`src/rtl/mem_bus_arbiter.sv`:
```
// mem_bus_arbiter: one req/ack memory bus shared by the fetch and data ports, data port first.
// Define ARB_TIMEOUT_EN to abort a BUSY transaction after TIMEOUT unacked cycles (err_o pulse).
module mem_bus_arbiter #(
  parameter int ADDR_W  = 32,
  parameter int DATA_W  = 32,
  parameter int TIMEOUT = 16
) (
  input  logic              clk,
  input  logic              rst,
  input  logic              if_ce_i,
  input  logic [ADDR_W-1:0] if_addr_i,
  output logic [DATA_W-1:0] if_data_o,
  output logic              if_stall_o,
  input  logic              dm_ce_i,
  input  logic              dm_we_i,
  input  logic [3:0]        dm_sel_i,
  input  logic [ADDR_W-1:0] dm_addr_i,
  input  logic [DATA_W-1:0] dm_wdata_i,
  output logic [DATA_W-1:0] dm_rdata_o,
  output logic              dm_stall_o,
  output logic              bus_req_o,
  output logic              bus_we_o,
  output logic [3:0]        bus_sel_o,
  output logic [ADDR_W-1:0] bus_addr_o,
  output logic [DATA_W-1:0] bus_wdata_o,
  input  logic [DATA_W-1:0] bus_rdata_i,
  input  logic              bus_ack_i,
  output logic              err_o
);
  typedef enum logic [2:0] {IDLE, DM_BUSY, IF_BUSY, DM_DONE, IF_DONE} state_t;
  state_t state, state_nx;
  logic busy, done, tmo, grant;
  assign busy  = (state == DM_BUSY) || (state == IF_BUSY);
  assign grant = (state == IDLE) && (dm_ce_i || if_ce_i);
`ifdef ARB_TIMEOUT_EN
  localparam int CW = $clog2(TIMEOUT + 1);
  localparam logic [CW-1:0] TMAX = CW'(TIMEOUT - 1);
  logic [CW-1:0] cnt;
  assign tmo = busy && !bus_ack_i && (cnt == TMAX);
  always_ff @(posedge clk or negedge rst)
    if (!rst) begin
      cnt   <= '0;
      err_o <= 1'b0;
    end else begin
      cnt   <= busy ? cnt + 1'b1 : '0;
      err_o <= tmo;
    end
`else
  assign tmo   = 1'b0;
  assign err_o = 1'b0;
`endif
  // an ack in the timeout cycle wins because tmo requires !bus_ack_i
  assign done = busy && (bus_ack_i || tmo);
  assign if_stall_o = if_ce_i && (state != IF_DONE);
  assign dm_stall_o = dm_ce_i && (state != DM_DONE);
  always_ff @(posedge clk or negedge rst)
    if (!rst) state <= IDLE;
    else      state <= state_nx;
  always_comb begin
    state_nx = IDLE;
    case (state)
      IDLE:    state_nx = dm_ce_i ? DM_BUSY : if_ce_i ? IF_BUSY : IDLE;
      DM_BUSY: state_nx = !done ? DM_BUSY : dm_ce_i ? DM_DONE : IDLE;
      IF_BUSY: state_nx = !done ? IF_BUSY : if_ce_i ? IF_DONE : IDLE;
      default: state_nx = IDLE;
    endcase
  end
  // result regs only load when the port is still waiting, so a dropped request leaves them untouched
  always_ff @(posedge clk or negedge rst)
    if (!rst) begin
      bus_req_o   <= 1'b0;
      bus_we_o    <= 1'b0;
      bus_sel_o   <= '0;
      bus_addr_o  <= '0;
      bus_wdata_o <= '0;
      if_data_o   <= '0;
      dm_rdata_o  <= '0;
    end else begin
      if (grant) begin
        bus_req_o   <= 1'b1;
        bus_we_o    <= dm_ce_i && dm_we_i;
        bus_sel_o   <= dm_ce_i ? dm_sel_i : 4'hF;
        bus_addr_o  <= dm_ce_i ? dm_addr_i : if_addr_i;
        bus_wdata_o <= dm_ce_i ? dm_wdata_i : '0;
      end
      if (done) bus_req_o <= 1'b0;
      if (done && state == DM_BUSY && dm_ce_i) dm_rdata_o <= tmo ? '0 : bus_rdata_i;
      if (done && state == IF_BUSY && if_ce_i) if_data_o <= tmo ? '0 : bus_rdata_i;
    end
endmodule

```
`config.mk`:
```
export PLATFORM = sky130hd
export DESIGN_NAME = mem_bus_arbiter
export DESIGN_NICKNAME = d
export VERILOG_FILES = /design/src/rtl/mem_bus_arbiter.sv
export SDC_FILE = /design/constraint.sdc
export NUM_CORES = 1
export LEC_CHECK = 0
export ABC_AREA = 1
export ABC_CLOCK_PERIOD_IN_PS = 1400
export CORE_MARGIN = 2
export CORE_UTILIZATION = 41
export CTS_CLUSTER_DIAMETER = 60
export CTS_CLUSTER_SIZE = 40
export DETAILED_ROUTE_END_ITERATION = 10
export PLACE_DENSITY = 0.81
export SLEW_MARGIN = 40
export SYNTH_ARGS = -nofsm -noshare
export SYNTH_HDL_FRONTEND = slang
export SYNTH_SLANG_ARGS = --single-unit
```
`constraint.sdc`:
```
create_clock -name clk -period 1.4 [get_ports clk]
set_input_delay 0.28 -clock clk [delete_from_list [all_inputs] [get_ports clk]]
set_output_delay 0.28 -clock clk [all_outputs]
set_load 0.02 [all_outputs]
```
After elaboration in Yosys (flattened, before gate mapping)
Cells that the tools add are included.
- bits in registers: 137
- bits of input ports: 138
- output and inout bits: 137
- logic and storage cells: 37
- equal/unequal tests: 4
- muxes and demuxes: 12
- reductions and logical operators: 13
- operator list (operator ; number):
    $mux 32 ; 2
    $logic_and 1x1->1 ; 9
    $pmux 3 s3 ; 1
    $mux 2 ; 4
    $mux 3 ; 2
    $mux 4 ; 1
    $eq 3x1->1 const B ; 1
    $eq 3x2->1 const B ; 1
    $logic_not 3->1 ; 1
    $ne 3x2->1 const B ; 1
    $ne 3x3->1 const B ; 1
    $logic_or 1x1->1 ; 2
    $mux 1 ; 2
    $reduce_bool 2->1 ; 1

Longest topological paths before layout
Gate-level depths: netlist of run 1.
- depth in word-level cells: 5
- mapped depth: 8
- gate-level depth less buffers: 6

Worst setup path before layout of run 1
No wires, ideal clock.
- path type: input port to output port
- from: input port dm_ce_i
- to: output port dm_stall_o
- arrival: 1.173 ns
- required time: 1.120 ns
- path slack: -0.053 ns
- cell stages on the path: 5
- buffers on the path: 3
- path through: buf_2 inv_2 buf_4 buf_2 a31oi_1
- word-level cells in the longest chain between the ends: 1
- ends and longest elaborated chain (item ; line ; RTL):
    start, declared ; 14 ; input logic dm_ce_i,
    $logic_and 1x1->1 ; 55 ; assign dm_stall_o = dm_ce_i && (state != DM_DONE);
    end, declared ; 20 ; output logic dm_stall_o,
No other way between the ends.

Worst setup path after layout of run 1
- from: register state[0]
- to: output port dm_stall_o
- word-level cells in the longest chain between the ends: 2
- ends and longest elaborated chain (item ; line ; RTL):
    start, declared ; 31 ; state_t state, state_nx;
    start signal, assigned ; 58 ; else state <= state_nx;
    $ne 3x2->1 ; 55 ;
    $logic_and 1x1->1 ; 55 ;
No other way between the ends.

==> results of run 1 <==
[registers in the layout (all words and copies together), names as in the netlist]
name / count
bus_wdata_o: 32
dm_rdata_o: 32
bus_addr_o: 32
bus_req_o: 1
bus_we_o: 1
state: 3
if_data_o: 32
bus_sel_o: 4
[per-layer routing]
metal  track usage  share of wire
met1         0.314           0.37
met2         0.507           0.53
met3        0.0741          0.067
met4         0.103          0.034
met5             0              0
[per-stage QoR]
| step | setup slack (ps) | total power, mW |
|---|---|---|
| floorplan | 48.7 | 11.5 |
| global placement | -480 | 16.6 |
| detailed placement | -523 | 16.8 |
| CTS | -173 | 21.9 |
| global route | -172 | 24.4 |
| finish | -139 | 23.3 |
[report_power, final]
part	internal, mW	switching [mW]	leakage [nW]
Clock	2.57	1.65	0.270
Combinational	4.97	6.85	3.35
Sequential	5.82	1.41	1.71
Total	13.4	9.91	5.33
[Yosys cell counts]
| cell type | count |
|---|---|
| nor2_2 | 2 |
| nand2_1 | 367 |
| conb_1 | 1 |
| o21ai_1 | 7 |
| nor2_4 | 1 |
| clkbuf_1 | 8 |
| inv_1 | 39 |
| dfrtp_1 | 137 |
| nand4_1 | 3 |
| buf_2 | 24 |
| nand3_1 | 4 |
| nand3_2 | 1 |
| o21ai_0 | 29 |
| a31oi_1 | 1 |
| buf_6 | 1 |
| nor2_1 | 6 |
| buf_4 | 2 |
| inv_2 | 2 |
| a21oi_1 | 34 |
[worst reg2reg max path: stages (launching register included)]
cell and delay [ps]:
dfrtp_1 400, buf_6 130, nor2_4 130, buf_6 150, nand3_4 90, buf_12 160, clkbuf_16 170, o21ai_1 170
[kinds of logic after synthesis]
family,share of synthesized area
simple gates,0.263
flops,0.613
buf+inv,0.0591
compound gates,0.0638
other cells,0.000671
[worst paths after layout]
path | to | slack (ps) | cells after the start
worst min-delay path | dm_rdata_o[5] | 400 | 3
max in group asynchronous | if_data_o[24] | 600 | 3
worst min register to register | dm_rdata_o[6] | 470 | 2
worst max register to register | bus_addr_o[25] | -90 | 7
min in group clk | bus_wdata_o[26] | 400 | 3
worst max-delay path | dm_stall_o | -140 | 3
[what timing repair did]
| item | 4_1_cts | 5_1_grt |
|---|---|---|
| setup endpoints to repair | 237 | 229 |
| cloned | 15 | 9 |
| gates resized for setup | 336 | 321 |
| endpoints found under the hold margin | 137 | 0 |
| pin swaps | 9 | 57 |
| hold buffers | 1 | 0 |
| setup buffers | 11 | 14 |
[cell type report]
cell class	count	area, um2	area share
flip-flops and latches	137	3430	0.338
inverters	41	171	0.0169
repair buffers	336	3300	0.325
clock buffers	24	482	0.0474
clock inverters	8	70.1	0.00690
multi-input cells	457	2490	0.245
well taps	176	220	0.0217
==> metrics.cfg, run 1 <==
[worst_setup_path]
critPathTopFamily = flip-flops
crit_path_top_delay_cell = dfrtp_1
crit_path_end_kind = output pin
r2r-start = state[0]
start_kind = register
path_buf_inv = 2
max_stage_delay_ps = 400
cpMostUsedCell = buf_6
crit_fanout = 2
path_cells = buf_6 > a31oi_4 > buf_6
path_class = register to output pin
worstPathRequired_ps = 1120
worstPathArrival_ps = 1260
cp-startpoint = state[0]

[clock_tree]
h-tree-depth = 4
cts.path.max_buffers = 2
clkTransAtPathRegs_ps = 60
cts.sinks = 137
cts_made_buffers = 17
clkLatencyLatePin_ps = 420
cts_tree = yes
cts-root-buf = clkbuf_16

[die]
die_area_mm2 = 0.0146
rows = 42
die_h_um = 121
die_w_um = 121
pin_count = 275
coreArea_mm2 = 0.0133
start_util = 0.421

[place]
placed_area_mm2 = 0.00867
port_buffers = 273
dpl.hpwl_mm = 12.1
gp_congestion = 0.782
placed_cells = 1106

[yosys]
yosysWarnings = 0
synth_cell_types = 19
ys_ff_latch = 137
synth.area.top_cells = dfrtp_1 61%, nand2_1 25%, a21oi_1 3.0%
synth_top_cell_by_area = dfrtp_1
synth_top_area_frac = 0.613
syn_inst = 669
avgSynthCellArea_um2 = 8.36
netlist_area_mm2 = 0.00559
synth_nets = 807
ys_seq_area_frac = 0.613

[sta]
whs_ps = 402
finalSetupViolCount = 92
tns_ps = -4910
final.setup.worst_slack_ps = -139
drv_slew = 0
rsz0062_at_grt = yes
fin_skew_ps = 4.36
hold_viol = 0
min_period_ps = 1540
post-route-period-util = 1.10
fmaxAchievable_mhz = 650

[power_and_ir_drop]
ir_worst_vdd_mv = 1.18
p_leak_nw = 5.33
power_density_mw_per_mm2 = 2290

[routing]
routed_wire_length_per_instance_um = 18.7
drtAntennaViolNets = 0
drt_wl_total_mm = 22.1
route.detailed.drc = 0
first_pass_iters = 6
vias = 5833
via_per_inst = 4.95
drt_iter0_drc = 269

[grt]
antenna_found_initial = 0
grt_pass1_wl_mm = 31.1
grt_pass1_vias = 5849
track_usage = 0.279
grt_overflow = 0
grt_max_degree = 58

[final_layout]
utilization = 0.764
diodes = 0
final_common_cell = nand2_1
area_growth_syn_to_layout_pct = 81.7
fill_cells = 931
layout.nets = 1128
final_cell_mix = 261 x nand2_1, 136 x dfrtp_1, 135 x clkdlybuf4s50_1
final_cell_area_mm2 = 0.0102
drive_gt1_frac = 0.354
final_cells = 1179

[outcome]
violations = setup timing
status = complete, but fails checks

[min_path]
hold_class = input port to async pin

[flow_run]
cap_violations = 0

(Power assumes the default switching activity.)
==> run 2: changes to the inputs <==
- ABC_AREA: 1 -> not set
- ABC_CLOCK_PERIOD_IN_PS: 1400 -> 1550
- clock period: 1.4 -> 1.55 ns (I/O delays scaled with it)
==> metrics.cfg, run 2 <==
[outcome]
status = complete, but fails checks
violations = setup timing

[yosys]
synthMostInstantiatedCell = dfrtp_1
avgSynthCellArea_um2 = 16.1  ; +93%
ys_ff_latch = 137  ; unchanged
synth_nets = 489  ; -39%
netlist_area_mm2 = 0.00565  ; +1.0%
synth_top_area_frac = 0.607  ; -0.00625
synth-main-ff-cell = dfrtp_1
ys_top_cells_by_count = 137 x dfrtp_1, 101 x mux2_2, 33 x a22o_1
synth_cell_types = 32  ; +13
syn_inst = 351  ; -48%
synth_edf_count = 0  ; unchanged
synth_top_cell_by_area = dfrtp_1
synth.area.top_cells = dfrtp_1 61%, mux2_2 20%, mux2_4 6.6%
async_flop_share = 1.00  ; unchanged
ys_seq_area_frac = 0.607  ; -0.00625
yosysWarnings = 0  ; unchanged

[routing]
drt_iter0_drc = 170  ; -37%
first_pass_iters = 4  ; -2
via_per_inst = 5.10  ; +3.0%
routed_wire_length_per_instance_um = 20.7  ; +11%
vias = 4331  ; -26%
drtAntennaViolNets = 0  ; unchanged
drt_wl_total_mm = 17.6  ; -20%
route.detailed.drc = 0  ; unchanged

[final_layout]
utilization = 0.716  ; -0.0486
drive_gt1_frac = 0.319  ; -0.0349
area_growth_syn_to_layout_pct = 69.1
layout.nets = 799  ; -29%
final_common_cell = dfrtp_1
final_cell_mix = 136 x dfrtp_1, 135 x clkdlybuf4s50_1, 135 x dlygate4sd2_1
fill_cells = 956  ; +2.7%
final_cell_area_mm2 = 0.00955  ; -6.0%
diodes = 0  ; unchanged

[die]
die_area_mm2 = 0.0147  ; +1.0%
coreArea_mm2 = 0.0133  ; +0.39%
rows = 42  ; unchanged
die_h_um = 121  ; +0.50%
die_w_um = 121  ; +0.50%
start_util = 0.423  ; +0.00266
pin_count = 275  ; unchanged

[grt]
track_usage = 0.223  ; -0.0561
grt_overflow = 0  ; unchanged
grt_pass1_vias = 4643  ; -21%
grt_use_met1 = 0.248  ; -0.0656
grtUsageMet2 = 0.388  ; -0.119
grt_max_degree = 39  ; -33%
busiest_layer = met2
antenna_found_initial = 0  ; unchanged
grt_pass1_wl_mm = 25.1  ; -19%
grtUsageMet3 = 0.0804  ; +0.00630

[sta]
drv_slew = 0  ; unchanged
tns_ps = -4890  ; +13.6 ps
final.setup.worst_slack_ps = -87.2  ; +52.3 ps
fmaxAchievable_mhz = 611
finalSetupViolCount = 94  ; +2.2%
rsz0062_at_grt = yes
post-route-period-util = 1.06
hold_viol = 0  ; unchanged
min_period_ps = 1640
fin_skew_ps = 5.90  ; +1.55 ps

[power_and_ir_drop]
power_density_mw_per_mm2 = 1960  ; -15%
p_leak_nw = 4.49  ; -16%
ir_worst_vdd_mv = 1.05  ; -11%

[place]
gp_congestion = 0.751  ; -4.0%
dpl.hpwl_mm = 11.6  ; -3.9%
placed_area_mm2 = 0.00870  ; +0.32%
port_buffers = 273  ; unchanged

[clock_tree]
cts.path.max_buffers = 2  ; unchanged
cts-root-buf = clkbuf_16
cts_tree = yes
cts.sinks = 137  ; unchanged
clkTransAtPathRegs_ps = 60  ; about the same
clkLatencyLatePin_ps = 410  ; about the same
cts_made_buffers = 17  ; unchanged
h-tree-depth = 4  ; unchanged

[worst_setup_path]
start_kind = register
crit_fanout = 7  ; +5
worstPathArrival_ps = 1930  ; +670 ps
worstPathRequired_ps = 1840  ; +720 ps
path_class = register to register
crit_path_end_kind = register

[flow_run]
cap_violations = 0  ; unchanged

[min_path]
hold_class = input port to async pin

run 2: changes by cell type in the layout (fill, tap and decap cells not counted), moves of 19 or more:
| cell | previous run | this run |
|---|---|---|
| a21oi_1 | 34 | 1 |
| a22o_1 | 0 | 33 |
| clkbuf_2 | 94 | 0 |
| clkdlybuf4s15_1 | 20 | 0 |
| clkdlybuf4s15_2 | 19 | 0 |
| dlygate4sd2_1 | 0 | 135 |
| inv_1 | 36 | 2 |
| mux2_2 | 0 | 88 |
| mux2_4 | 0 | 40 |
| nand2_1 | 261 | 1 |
| nand2_2 | 65 | 1 |
| nand2_4 | 41 | 0 |
| o21ai_2 | 27 | 0 |
run 2: critical path, cell delays in order (launching register included):
cell	delay, ps
dfrtp_2	440
buf_6	130
nor3_4	200
o21a_4	260
clkbuf_16	190
mux2_4	300
run 2: path summary, 6_finish.rpt:
| path | startpoint | end | slack (ps) | cells after the start |
|---|---|---|---|---|
| setup reg to reg | state[2] | bus_addr_o[23] | -90 | 5 |
| min in group clk | dm_wdata_i[12] | bus_wdata_o[12] | 490 | 2 |
| hold / removal | rst | bus_addr_o[25] | 370 | 2 |
| hold reg to reg | bus_wdata_o[6] | bus_wdata_o[6] | 490 | 1 |
| max in group asynchronous | rst | dm_rdata_o[1] | 650 | 3 |
| setup / recovery | state[2] | bus_addr_o[23] | -90 | 5 |
run 2: kinds of logic after synthesis:
family / after synthesis / share of synthesized area
buffers and inverters: 26 / 0.0354
flip-flops: 137 / 0.607
multiplexers: 128 / 0.272
AO/OA/AOI/OAI: 44 / 0.0656
XOR/XNOR: 1 / 0.00155
AND/OR/NAND/NOR: 14 / 0.0182
other: 1 / 0.000664
run 2: metal layers:
layer  vias up  share of wire
met1      2201           0.37
li1       1905              -
met2       187           0.53
met3        38          0.078
met4         0          0.024
met5         -              0
run 2: where the power goes:
| group | total (mW) | switching (mW) | leakage (nW) | internal [mW] |
|---|---|---|---|---|
| logic | 8.37 | 4.25 | 2.53 | 4.12 |
| registers | 6.19 | 0.917 | 1.66 | 5.28 |
| clock network | 4.12 | 1.52 | 0.300 | 2.61 |
| total | 18.7 | 6.68 | 4.49 | 12.0 |
run 2: through the flow:
step / total power, mW / std cells / setup WS [ps] / hold slack (ps)
floorplan: 10.6 / 351 / 8.34 / 14.4
CTS: 18.4 / 840 / -149 / 362
global route: 19.5 / 850 / -159 / 387
global placement: 15.0 / 799 / -722 / 232
finish: 18.7 / 850 / -87.2 / 365
detailed placement: 15.2 / 799 / -680 / 232
run 2: final cells by class:
class                           count  area, um2  share of cell area
Inverter                            2       7.51            0.000786
Multi-Input combinational cell    188       2130               0.223
Timing Repair Buffer              315       3160               0.331
Tap cell                          176        220              0.0231
Clock buffer                       20        457              0.0478
Clock inverter                     12        149              0.0156
Sequential cell                   137       3430               0.359
run 2: timing repair:
action	in CTS	in global routing
hold buffers	1	0
cloned	1	7
pin swaps	1	4
endpoints found under the setup margin	229	133
buffers inserted	7	5
hold endpoints to repair	30	0
resized for setup	154	32
